### config.mk
export PLATFORM = sky130hd
export DESIGN_NAME = mux2_arbiter
export DESIGN_NICKNAME = d
export VERILOG_FILES = /design/src/rtl/mux2_arb_pkg.sv /design/src/rtl/rr_pick2.sv /design/src/rtl/mux2_arbiter.sv
export SDC_FILE = /design/constraint.sdc
export NUM_CORES = 1
export LEC_CHECK = 0
export CORE_UTILIZATION = 30
export DETAILED_ROUTE_END_ITERATION = 10
export HOLD_SLACK_MARGIN = 0.05
export PLACE_DENSITY = 0.57
export SKIP_CTS_REPAIR_TIMING = 1
export SLEW_MARGIN = 20
export SYNTH_ARGS = -nofsm -noshare
export SYNTH_HDL_FRONTEND = slang
export SYNTH_HIERARCHICAL = 1
export SYNTH_SLANG_ARGS = --single-unit
### constraint.sdc
create_clock -name clk -period 5.4 [get_ports clk]
set_clock_uncertainty 0.2 [all_clocks]
set_input_delay 1.62 -clock clk [delete_from_list [all_inputs] [get_ports clk]]
set_output_delay 1.62 -clock clk [all_outputs]
set_load 0.03 [all_outputs]
### src/rtl/mux2_arb_pkg.sv
// =============================================================================
// mux2_arb_pkg: shared types for the two-source round-robin selector arbiter.
// Revision: 1.0
// =============================================================================
`default_nettype none

package mux2_arb_pkg;

  typedef enum logic [1:0] {
    IDLE   = 2'd0,
    GRANT0 = 2'd1,
    GRANT1 = 2'd2
  } state_t;

  localparam int HOLD_CNT_W = 8;

endpackage

`default_nettype wire

### src/rtl/rr_pick2.sv
// =============================================================================
// rr_pick2: combinational two-way round-robin chooser (tie goes to non-last owner).
// Revision: 1.0
// =============================================================================
`default_nettype none

module rr_pick2 (
  input  logic req0,
  input  logic req1,
  input  logic last_owner,
  output logic valid,
  output logic winner
);

  assign valid  = req0 | req1;
  assign winner = (req0 & req1) ? ~last_owner : req1;

endmodule

`default_nettype wire

### src/rtl/mux2_arbiter.sv
// =============================================================================
// mux2_arbiter: round-robin grant FSM owning the select of the shared out1 bus.
// Optional grant timeout enabled by macro GRANT_TIMEOUT_EN. Revision: 1.0
// =============================================================================
`default_nettype none

module mux2_arbiter
  import mux2_arb_pkg::*;
#(
  parameter int W        = 3,
  parameter int MAX_HOLD = 8
) (
  input  logic         clk,
  input  logic         rst_n,
  input  logic         req0,
  input  logic         req1,
  input  logic         done0,
  input  logic         done1,
  input  logic [W-1:0] data0,
  input  logic [W-1:0] data1,
  output logic         gnt0,
  output logic         gnt1,
  output logic         sel,
  output logic [W-1:0] out1,
  output logic         busy,
  output logic         timeout
);

  if (MAX_HOLD < 1 || MAX_HOLD > 255) begin : g_max_hold_check
    $error("mux2_arbiter: MAX_HOLD must be within 1..255");
  end

  state_t state;
  state_t state_next;
  logic   last_owner;
  logic   last_owner_next;
  logic   sel_next;
  logic   pick_valid;
  logic   pick_winner;
  logic   owner_done;
  logic   hold_expired;

  rr_pick2 u_pick (
    .req0       (req0),
    .req1       (req1),
    .last_owner (last_owner),
    .valid      (pick_valid),
    .winner     (pick_winner)
  );

  assign gnt0       = (state == GRANT0);
  assign gnt1       = (state == GRANT1);
  assign busy       = gnt0 | gnt1;
  assign owner_done = (gnt0 & done0) | (gnt1 & done1);

`ifdef GRANT_TIMEOUT_EN
  localparam logic [HOLD_CNT_W-1:0] HOLD_LAST = HOLD_CNT_W'(MAX_HOLD - 1);

  logic [HOLD_CNT_W-1:0] hold_cnt;
  logic                  timeout_q;

  // A done arriving on the expiry cycle is a normal release, not a timeout.
  assign hold_expired = busy && (hold_cnt == HOLD_LAST) && !owner_done;
  assign timeout      = timeout_q;

  always_ff @(posedge clk or negedge rst_n) begin
    if (!rst_n) begin
      hold_cnt  <= '0;
      timeout_q <= 1'b0;
    end else begin
      timeout_q <= hold_expired;
      if (state_next == IDLE || state_next != state) begin
        hold_cnt <= '0;
      end else begin
        hold_cnt <= hold_cnt + 1'b1;
      end
    end
  end
`else
  assign hold_expired = 1'b0;
  assign timeout      = 1'b0;
`endif

  always_comb begin
    state_next      = state;
    last_owner_next = last_owner;
    sel_next        = sel;
    case (state)
      IDLE: begin
        if (pick_valid) begin
          state_next = pick_winner ? GRANT1 : GRANT0;
        end
      end
      GRANT0: begin
        // Release hands straight to a waiting peer; the owner's own req is not re-examined.
        if (done0 || hold_expired) begin
          last_owner_next = 1'b0;
          state_next      = req1 ? GRANT1 : IDLE;
        end
      end
      GRANT1: begin
        if (done1 || hold_expired) begin
          last_owner_next = 1'b1;
          state_next      = req0 ? GRANT0 : IDLE;
        end
      end
      default: begin
        state_next = IDLE;
      end
    endcase
    if (state_next == GRANT0) begin
      sel_next = 1'b0;
    end else if (state_next == GRANT1) begin
      sel_next = 1'b1;
    end
  end

  always_ff @(posedge clk or negedge rst_n) begin
    if (!rst_n) begin
      state      <= IDLE;
      last_owner <= 1'b1;
      sel        <= 1'b0;
      out1       <= '0;
    end else begin
      state      <= state_next;
      last_owner <= last_owner_next;
      sel        <= sel_next;
      case (state)
        GRANT0:  out1 <= data0;
        GRANT1:  out1 <= data1;
        default: out1 <= '0;
      endcase
    end
  end

endmodule

`default_nettype wire

==> flow_summary.toml, run 1 <==
[outcome]
outcome = "finished, final reports clean"

[setup_path]
worst-path-buf-inv = 2
start_kind = "register"
cp_max_fo = 5
worstSetupPathType = "reg -> out"
rr_startpoint = "state[0]"
regToRegSetupSlack_ns = 3.24
critPathRequiredTime_ns = 3.58
rr_worst_depth = 8
cp.arrival_ns = 1.83
critPathMaxStageDelay_ns = 0.69
worst_setup_path_end_kind = "output pin"
r2r_end = "sel"
critical_path.top_delay_family = "buffers and inverters"
critical_path.cell_chain = "inv_1 > ha_1 > clkdlybuf4s50_1"
crit_slowest_cell = "clkdlybuf4s50_1"

[placement]
gp_congestion = 0.796
placedCellCount = 78
placed_cell_area_um2 = 646
post-dp-hpwl_um = 805
io_buffers = 18

[power]
power.density_nw_per_um2 = 538
clockPowerShare = 0.128
internal_power_w = 0.000204
combPwrFrac = 0.609
seqPwrFrac = 0.264
switchingPower_w = 0.000158
cellLeakagePower_nw = 0.286
swShare = 0.436
irDropWorstVdd_mv = 0.160

[cells_and_area]
seq_area_um2 = 176
n_antenna_cell = 0
fillCellCount = 133
drive_gt1_frac = 0.0746
multiInputGateArea_um2 = 263
syn_to_final_growth_pct = 47.9
instances_no_fill = 82
final_nets = 86
finish.utilization = 0.498
fin_area_um2 = 672

[clock_network]
clock_path_buffers = 2
tritoncts = "built"
htreeDepth = 1
clk_pin_slew_ns = 0.05
root_buffer = "clkbuf_4"
numCtsBuffers = 3
clk_latency_ns = 0.24
cts_sinks = 7

[worst_hold_path]
hold_start = "sel"
holdPathEnd = "sel"
hold_class = "reg -> reg"
whs_path_depth = 2

[die]
fp.dieArea_um2 = 1670
initial_utilization = 0.336
rows = 13
placeableCoreArea_um2 = 1350
die_y_um = 40.9
die_x_um = 40.9
num_io_pins = 20

[timing]
post-route-period-util = 0.676
hold_violations = 0
fin_crit_ns = 3.65
slew_violations = 0
setup_violations = 0
rsz0062_at_grt = "no"
max_freq_ghz = 0.274
setup-tns-final_ns = 0

[global_route]
grt_start_max_net_pins = 8
grt_first_pass_wirelength_um = 1280
grt_usage = 0.117
grt_overflow = 0
grt_pass1_vias = 287
antenna_found_initial = 0

[synthesis]
yosys.area_share.simple = 0.226
synth_top_cell_by_area = "dfrtp_1"
synth_fp_nets = 64
postSynthCellCount = 46
yosysWarnings = 6
synth_mux_area_frac = 0.0248
synthXorXnorAreaFrac = 0
synth_cell_types = 21
synthAdderAreaFrac = 0.165
synth_top_family_by_area = "simple AND/OR/NAND/NOR gates"
synth.top_cells.by_area = "dfrtp_1 33%, ha_1 17%, dfstp_2 5.8%"
ys_ff_latch = 7
syn_area_um2 = 454
ys_seq_area_frac = 0.388
synth_top_area_frac = 0.331
syn_avg_cell_area_um2 = 9.87
synth_compound_area_frac = 0.154

[detailed_routing]
vias_per_cell = 4.82
antenna_left = 0
vias = 395
drc = 0
drt_iter0_drc = 9
finalWirelength_um = 964
routedWlPerCell_um = 11.8
firstDrtPassIters = 4

[job]
maxCapViolations = 0
-- power groups by stage --
stage	Sequential, W	Clock, W	Combinational (W)
after CTS	0.0000952	0.0000473	0.000223
after floorplan	0.000114	0	0.000125
after global routing	0.0000976	0.0000498	0.000242
after detailed placement	0.0000959	0	0.000221
final	0.0000954	0.0000461	0.000220
after global placement	0.0000962	0	0.000222
-- metrics by stage --
| step | hold WS (ns) | total power (W) | setup WS [ns] |
|---|---|---|---|
| after floorplan | 0.302 | 0.000239 | 2.40 |
| after global placement | 0.274 | 0.000318 | 1.87 |
| after detailed placement | 0.277 | 0.000317 | 1.87 |
| after CTS | 0.288 | 0.000365 | 1.74 |
| after global routing | 0.307 | 0.000389 | 1.69 |
| final | 0.278 | 0.000362 | 1.75 |
-- cell usage after synthesis, drive strengths merged --
| master | n |
|---|---|
| nand2 | 4 |
| nand2b | 3 |
| nand4b | 2 |
| a21oi | 2 |
| mux2 | 1 |
| a22oi | 3 |
| dfrtp | 6 |
| nor2b | 4 |
| inv | 2 |
| dfstp | 1 |
| and3 | 1 |
| a21boi | 1 |
| ha | 6 |
| conb | 1 |
| nor2 | 1 |
| buf | 1 |
| or2 | 1 |
| o21ai | 1 |
| a211o | 2 |
| o211ai | 1 |
| nand3 | 2 |
-- kinds of logic after synthesis --
kind of cell / Yosys count
compound gates: 10
fa+ha+maj: 6
buf+inv: 3
flops: 7
mux: 1
other cells: 1
simple gates: 18
-- worst max-delay path by stage --
stage,slack [ns],cells after the start,start,to
floorplan,2.40,7,req1,sel
global placement,1.87,8,req1,sel
detailed placement,1.87,8,req0,sel
CTS,1.74,3,state[0],busy
global route,1.69,3,state[0],gnt1
finish,1.75,3,state[0],busy
-- cell type report --
| cell class | count | area share |
|---|---|---|
| Clock buffer | 4 | 0.0391 |
| Sequential cell | 7 | 0.263 |
| Timing Repair Buffer | 18 | 0.268 |
| Multi-Input combinational cell | 36 | 0.391 |
| Inverter | 2 | 0.0112 |
| Tap cell | 15 | 0.0279 |
-- worst register-to-register path: stages (launching register included) --
cell	delay (ns)
dfrtp_1	0.44
inv_1	0.13
ha_1	0.29
nand2b_1	0.11
a211o_1	0.29
and3_1	0.18
ha_1	0.28
nand2_1	0.06
o21ai_0	0.06
-- routing by layer --
layer / vias to the layer above / share of wire / GRT usage / wire length, um
met3: 2 / 0.025 / 0.0163 / 24
met2: 12 / 0.44 / 0.152 / 424
met1: 180 / 0.52 / 0.184 / 504
met5: - / 0 / 0 / 0
li1: 201 / - / - / -
met4: 0 / 0.010 / 0.0500 / 10
-- flip-flops by register name, indices dropped and copies added (netlist names) --
signal,flops
last_owner,1
out1,3
sel,1
state,2
-- cells in the final DEF, fill, tap and decap left out --
| cell | n |
|---|---|
| dfstp_2 | 1 |
| a21oi_1 | 2 |
| o21ai_0 | 1 |
| dfrtp_1 | 6 |
| nand4b_1 | 2 |
| conb_1 | 1 |
| clkbuf_1 | 1 |
| nor2b_1 | 4 |
| and3_1 | 1 |
| nand3_1 | 2 |
| nand2b_1 | 3 |
| o211ai_1 | 1 |
| nor2_1 | 1 |
| nand2_1 | 4 |
| clkbuf_4 | 3 |
| mux2_2 | 1 |
| or2_1 | 1 |
| inv_1 | 2 |
| a22oi_1 | 3 |
| clkdlybuf4s50_1 | 18 |
| ha_1 | 6 |
| a211o_1 | 2 |
| a21boi_1 | 1 |
No activity file was read; power rests on OpenSTA's default activity.
==> inputs of run 2 (changes only) <==
==> constraint.sdc (replaced) <==
create_clock -name clk -period 3.5 [get_ports clk]
set_clock_uncertainty 0.2 [all_clocks]
set_input_delay 1.05 -clock clk [delete_from_list [all_inputs] [get_ports clk]]
set_output_delay 1.05 -clock clk [all_outputs]
set_load 0.03 [all_outputs]
==> run 2 against run 1 <==
  * Power is 54% higher
  * Via count is 1.3% lower
  * Worst hold slack better by 0.0018 ns
  * Final cell count stayed put
  * Register-to-register slack worse by 1.9 ns
  * Sequential share of layout area stayed put
  * First-iteration DRC count is 67% lower
  * Critical endpoint is now gnt1
==> flow_summary.toml, run 2 (same netlist as run 1, synthesis figures left out) <==
[setup_path]
critPathRequiredTime_ns = 2.25
worstSetupPathType = "reg -> out"
crit_slowest_cell = "clkdlybuf4s50_1"
cp_max_fo = 7
regToRegSetupSlack_ns = 1.33
start_kind = "register"
worst_setup_path_end_kind = "output pin"
critPathMaxStageDelay_ns = 0.72
cp.arrival_ns = 1.83
critical_path.cell_chain = "inv_1 > ha_1 > clkdlybuf4s50_1"

[detailed_routing]
wl_met3_um = 24
finalWirelength_um = 948
vias_per_cell = 4.76
drt_iter0_drc = 3
antenna_left = 0
routedWlPerCell_um = 11.6
vias = 390
firstDrtPassIters = 2
drc = 0
wl_met2_um = 415
highest_layer = "met4"
wl_met1_um = 491

[power]
irDropWorstVdd_mv = 0.268
internal_power_w = 0.000315
combPwrFrac = 0.607
swShare = 0.433
power.density_nw_per_um2 = 827
cellLeakagePower_nw = 0.286
seqPwrFrac = 0.262
switchingPower_w = 0.000241
clockPowerShare = 0.131

[cells_and_area]
fillCellCount = 128
largestRegisters = "out1 (3), state (2)"
final_cell_mix = "18 x clkdlybuf4s50_1, 6 x ha_1, 6 x dfrtp_1, 4 x nor2b_1, 4 x nand2_1"
n_antenna_cell = 0
fin_area_um2 = 672
final_nets = 86
largest_reg_flops = 3
final_common_cell = "clkdlybuf4s50_1"
top_register = "out1"
syn_to_final_growth_pct = 47.9
finish.utilization = 0.498
multiInputGateArea_um2 = 263
drive_gt1_frac = 0.0746
seq_area_um2 = 176
instances_no_fill = 82

[die]
fp.dieArea_um2 = 1670
placeableCoreArea_um2 = 1350
initial_utilization = 0.336
rows = 13
die_y_um = 40.9
die_x_um = 40.9
num_io_pins = 20

[timing]
hold_violations = 0
setup_violations = 0
setup-tns-final_ns = 0
slew_violations = 0
max_freq_ghz = 0.325
fin_crit_ns = 3.08
post-route-period-util = 0.879
rsz0062_at_grt = "no"
setup_ws_ns = 0.423

[global_route]
grt_usage = 0.132
grt_first_pass_wirelength_um = 1370
antenna_found_initial = 0
grt_start_max_net_pins = 8
grt_overflow = 0
grt_pass1_vias = 323

[clock_network]
clk_pin_slew_ns = 0.05
tritoncts = "built"
numCtsBuffers = 3
cts_sinks = 7
clk_latency_ns = 0.25
clock_path_buffers = 2
htreeDepth = 1
root_buffer = "clkbuf_4"

[job]
maxCapViolations = 0

[placement]
pre_cts_ws_ns = 0.526
placed_cell_area_um2 = 646
post-dp-hpwl_um = 766
placedCellCount = 78
io_buffers = 18
gp_congestion = 0.776

[outcome]
outcome = "finished, final reports clean"

[worst_hold_path]
hold_class = "reg -> reg"
[run 2: cell counts in the layout (fill, tap and decap cells not counted)]
Identical to the previous run, type by type.
[run 2: final timing paths]
path,from,to,cells after the start
max,state[0],gnt1,3
min,sel,sel,2
max reg2reg,state[0],sel,8
min reg2reg,sel,sel,2
max in group asynchronous,rst_n,last_owner,1
min in group asynchronous,rst_n,state[0],1
[run 2: final cells by class]
cell class	instances	area share
inverter	2	0.0112
clock buffer	4	0.0391
tap	15	0.0279
timing repair buffer	18	0.268
multi-input combinational	36	0.391
sequential	7	0.263
[run 2: power groups by stage]
| stage | Clock (W) | Combinational [W] | Sequential, W |
|---|---|---|---|
| 3_5_place_dp | 0 | 0.000339 | 0.000148 |
| 3_3_place_gp | 0 | 0.000343 | 0.000148 |
| 4_1_cts | 0.0000753 | 0.000340 | 0.000147 |
| 6_report | 0.0000728 | 0.000337 | 0.000146 |
| 2_1_floorplan | 0 | 0.000192 | 0.000176 |
| 5_1_grt | 0.0000812 | 0.000370 | 0.000152 |
[run 2: worst max-delay path, delay by kind of cell, from the launching register on]
family,cells,cell delay (ns)
buffers and inverters,2,0.84
DFF,1,0.43
adders and majority gates,1,0.30
[run 2: metal layers]
metal / vias up / global-route usage
li1: 203 / -
met1: 175 / 0.181
met2: 10 / 0.172
met3: 2 / 0.0326
met4: 0 / 0.100
met5: - / 0
[run 2: per-stage QoR]
stage / hold slack, ns / power (W)
after floorplan: 0.302 / 0.000369
after global placement: 0.267 / 0.000490
after CTS: 0.291 / 0.000562
final: 0.280 / 0.000556
after detailed placement: 0.279 / 0.000486
after global routing: 0.331 / 0.000603
==> inputs of run 3 (changes only) <==
--- a/config.mk
+++ b/config.mk
@@ -9,6 +9,7 @@
 export DETAILED_ROUTE_END_ITERATION = 10
 export HOLD_SLACK_MARGIN = 0.05
 export PLACE_DENSITY = 0.57
+export RECOVER_POWER = 50
 export SKIP_CTS_REPAIR_TIMING = 1
 export SLEW_MARGIN = 20
 export SYNTH_ARGS = -nofsm -noshare
==> run 3 against run 2 <==
  * Register-to-register slack about the same
  * Sequential cell count unchanged
  * Final cell count unchanged
  * Sequential share of layout area unchanged
  * Worst hold slack unchanged
  * Power decreased by 0.10%
  * Critical endpoint unchanged
  * Non-clock buffer count unchanged
==> flow_summary.toml, run 3 (same netlist as run 1, synthesis figures left out) <==
[clock_network]
clk_latency_ns = 0.25
clock_path_buffers = 2
tritoncts = "built"
cts_sinks = 7
root_buffer = "clkbuf_4"
htreeDepth = 1
clk_pin_slew_ns = 0.05
numCtsBuffers = 3

[setup_path]
cp.arrival_ns = 1.83
critPathRequiredTime_ns = 2.25
worst-path-buf-inv = 2
critical_path.top_delay_family = "buffers and inverters"
critical_path.cell_chain = "inv_1 > ha_1 > clkdlybuf4s50_1"
cp_max_fo = 7
worstSetupPathType = "reg -> out"
start_kind = "register"
regToRegSetupSlack_ns = 1.33
crit_slowest_cell = "clkdlybuf4s50_1"
worst_setup_path_end_kind = "output pin"
critPathMaxStageDelay_ns = 0.72

[cells_and_area]
n_antenna_cell = 0
syn_to_final_growth_pct = 47.9
finish.utilization = 0.498
top_register = "out1"
largest_reg_flops = 3
drive_gt1_frac = 0.0746
largestRegisters = "out1 (3), state (2)"
multiInputGateArea_um2 = 263
fillCellCount = 128
final_nets = 86
final_common_cell = "clkdlybuf4s50_1"
final_cell_mix = "14 x clkdlybuf4s50_1, 6 x ha_1, 6 x dfrtp_1"
seq_area_um2 = 176
fin_area_um2 = 672

[placement]
post-dp-hpwl_um = 766
placed_cell_area_um2 = 646
io_buffers = 18
pre_cts_ws_ns = 0.526
gp_congestion = 0.776

[die]
die_x_um = 40.9
rows = 13
die_y_um = 40.9
fp.dieArea_um2 = 1670
initial_utilization = 0.336
num_io_pins = 20
placeableCoreArea_um2 = 1350

[power]
power.density_nw_per_um2 = 826
combPwrFrac = 0.606
cellLeakagePower_nw = 0.287
internal_power_w = 0.000314
clockPowerShare = 0.131
seqPwrFrac = 0.263
switchingPower_w = 0.000241
swShare = 0.434
irDropWorstVdd_mv = 0.268

[timing]
setup-tns-final_ns = 0
fin_crit_ns = 3.08
slew_violations = 0
max_freq_ghz = 0.325
rsz0062_at_grt = "no"
setup_ws_ns = 0.423
setup_violations = 0
post-route-period-util = 0.879
hold_violations = 0

[detailed_routing]
vias_per_cell = 4.76
highest_layer = "met4"
vias = 390
wl_met3_um = 23
finalWirelength_um = 946
wl_met1_um = 489
drc = 0
drt_iter0_drc = 3
antenna_left = 0
routedWlPerCell_um = 11.5
firstDrtPassIters = 2
wl_met2_um = 416

[global_route]
grt_pass1_vias = 323
antenna_found_initial = 0
grt_first_pass_wirelength_um = 1370
grt_usage = 0.132
grt_overflow = 0
grt_start_max_net_pins = 8

[outcome]
outcome = "finished, final reports clean"

[job]
maxCapViolations = 0

[worst_hold_path]
hold_class = "reg -> reg"
run 3: through the flow:
stage               instances  hold WS [ns]  total power, W
floorplan                  46         0.302        0.000369
global placement           78         0.267        0.000490
detailed placement         78         0.279        0.000486
CTS                        82         0.291        0.000562
global route               82         0.331        0.000603
finish                     82         0.280        0.000555
run 3: final timing paths:
kind | start | end | cells past startpoint
min in group asynchronous | rst_n | state[0] | 1
max in group asynchronous | rst_n | last_owner | 1
max | state[0] | gnt1 | 3
max reg2reg | state[0] | sel | 8
min | sel | sel | 2
min reg2reg | sel | sel | 2
run 3: layout make-up:
class                           instances  share of cell area
Tap cell                               15              0.0279
Clock buffer                            4              0.0391
Multi-Input combinational cell         36               0.391
Sequential cell                         7               0.263
Timing Repair Buffer                   18               0.268
Inverter                                2              0.0112
run 3: worst register-to-register path: stages (launching register included):
cell and delay [ns]:
dfrtp_1 0.43, inv_1 0.12, ha_1 0.30, nand2b_1 0.11
a211o_1 0.29, and3_1 0.18, ha_1 0.28, nand2_1 0.06
o21ai_0 0.07
run 3: power groups by stage:
stage / logic, W / registers, W / clock network (W)
after floorplan: 0.000192 / 0.000176 / 0
after global placement: 0.000343 / 0.000148 / 0
after detailed placement: 0.000339 / 0.000148 / 0
after CTS: 0.000340 / 0.000147 / 0.0000753
after global routing: 0.000369 / 0.000152 / 0.0000812
final: 0.000336 / 0.000146 / 0.0000728
run 3: layer usage:
metal	vias up	global-route usage
met5	-	0
met4	0	0.100
met3	2	0.0326
met2	10	0.172
met1	175	0.181
li1	203	-
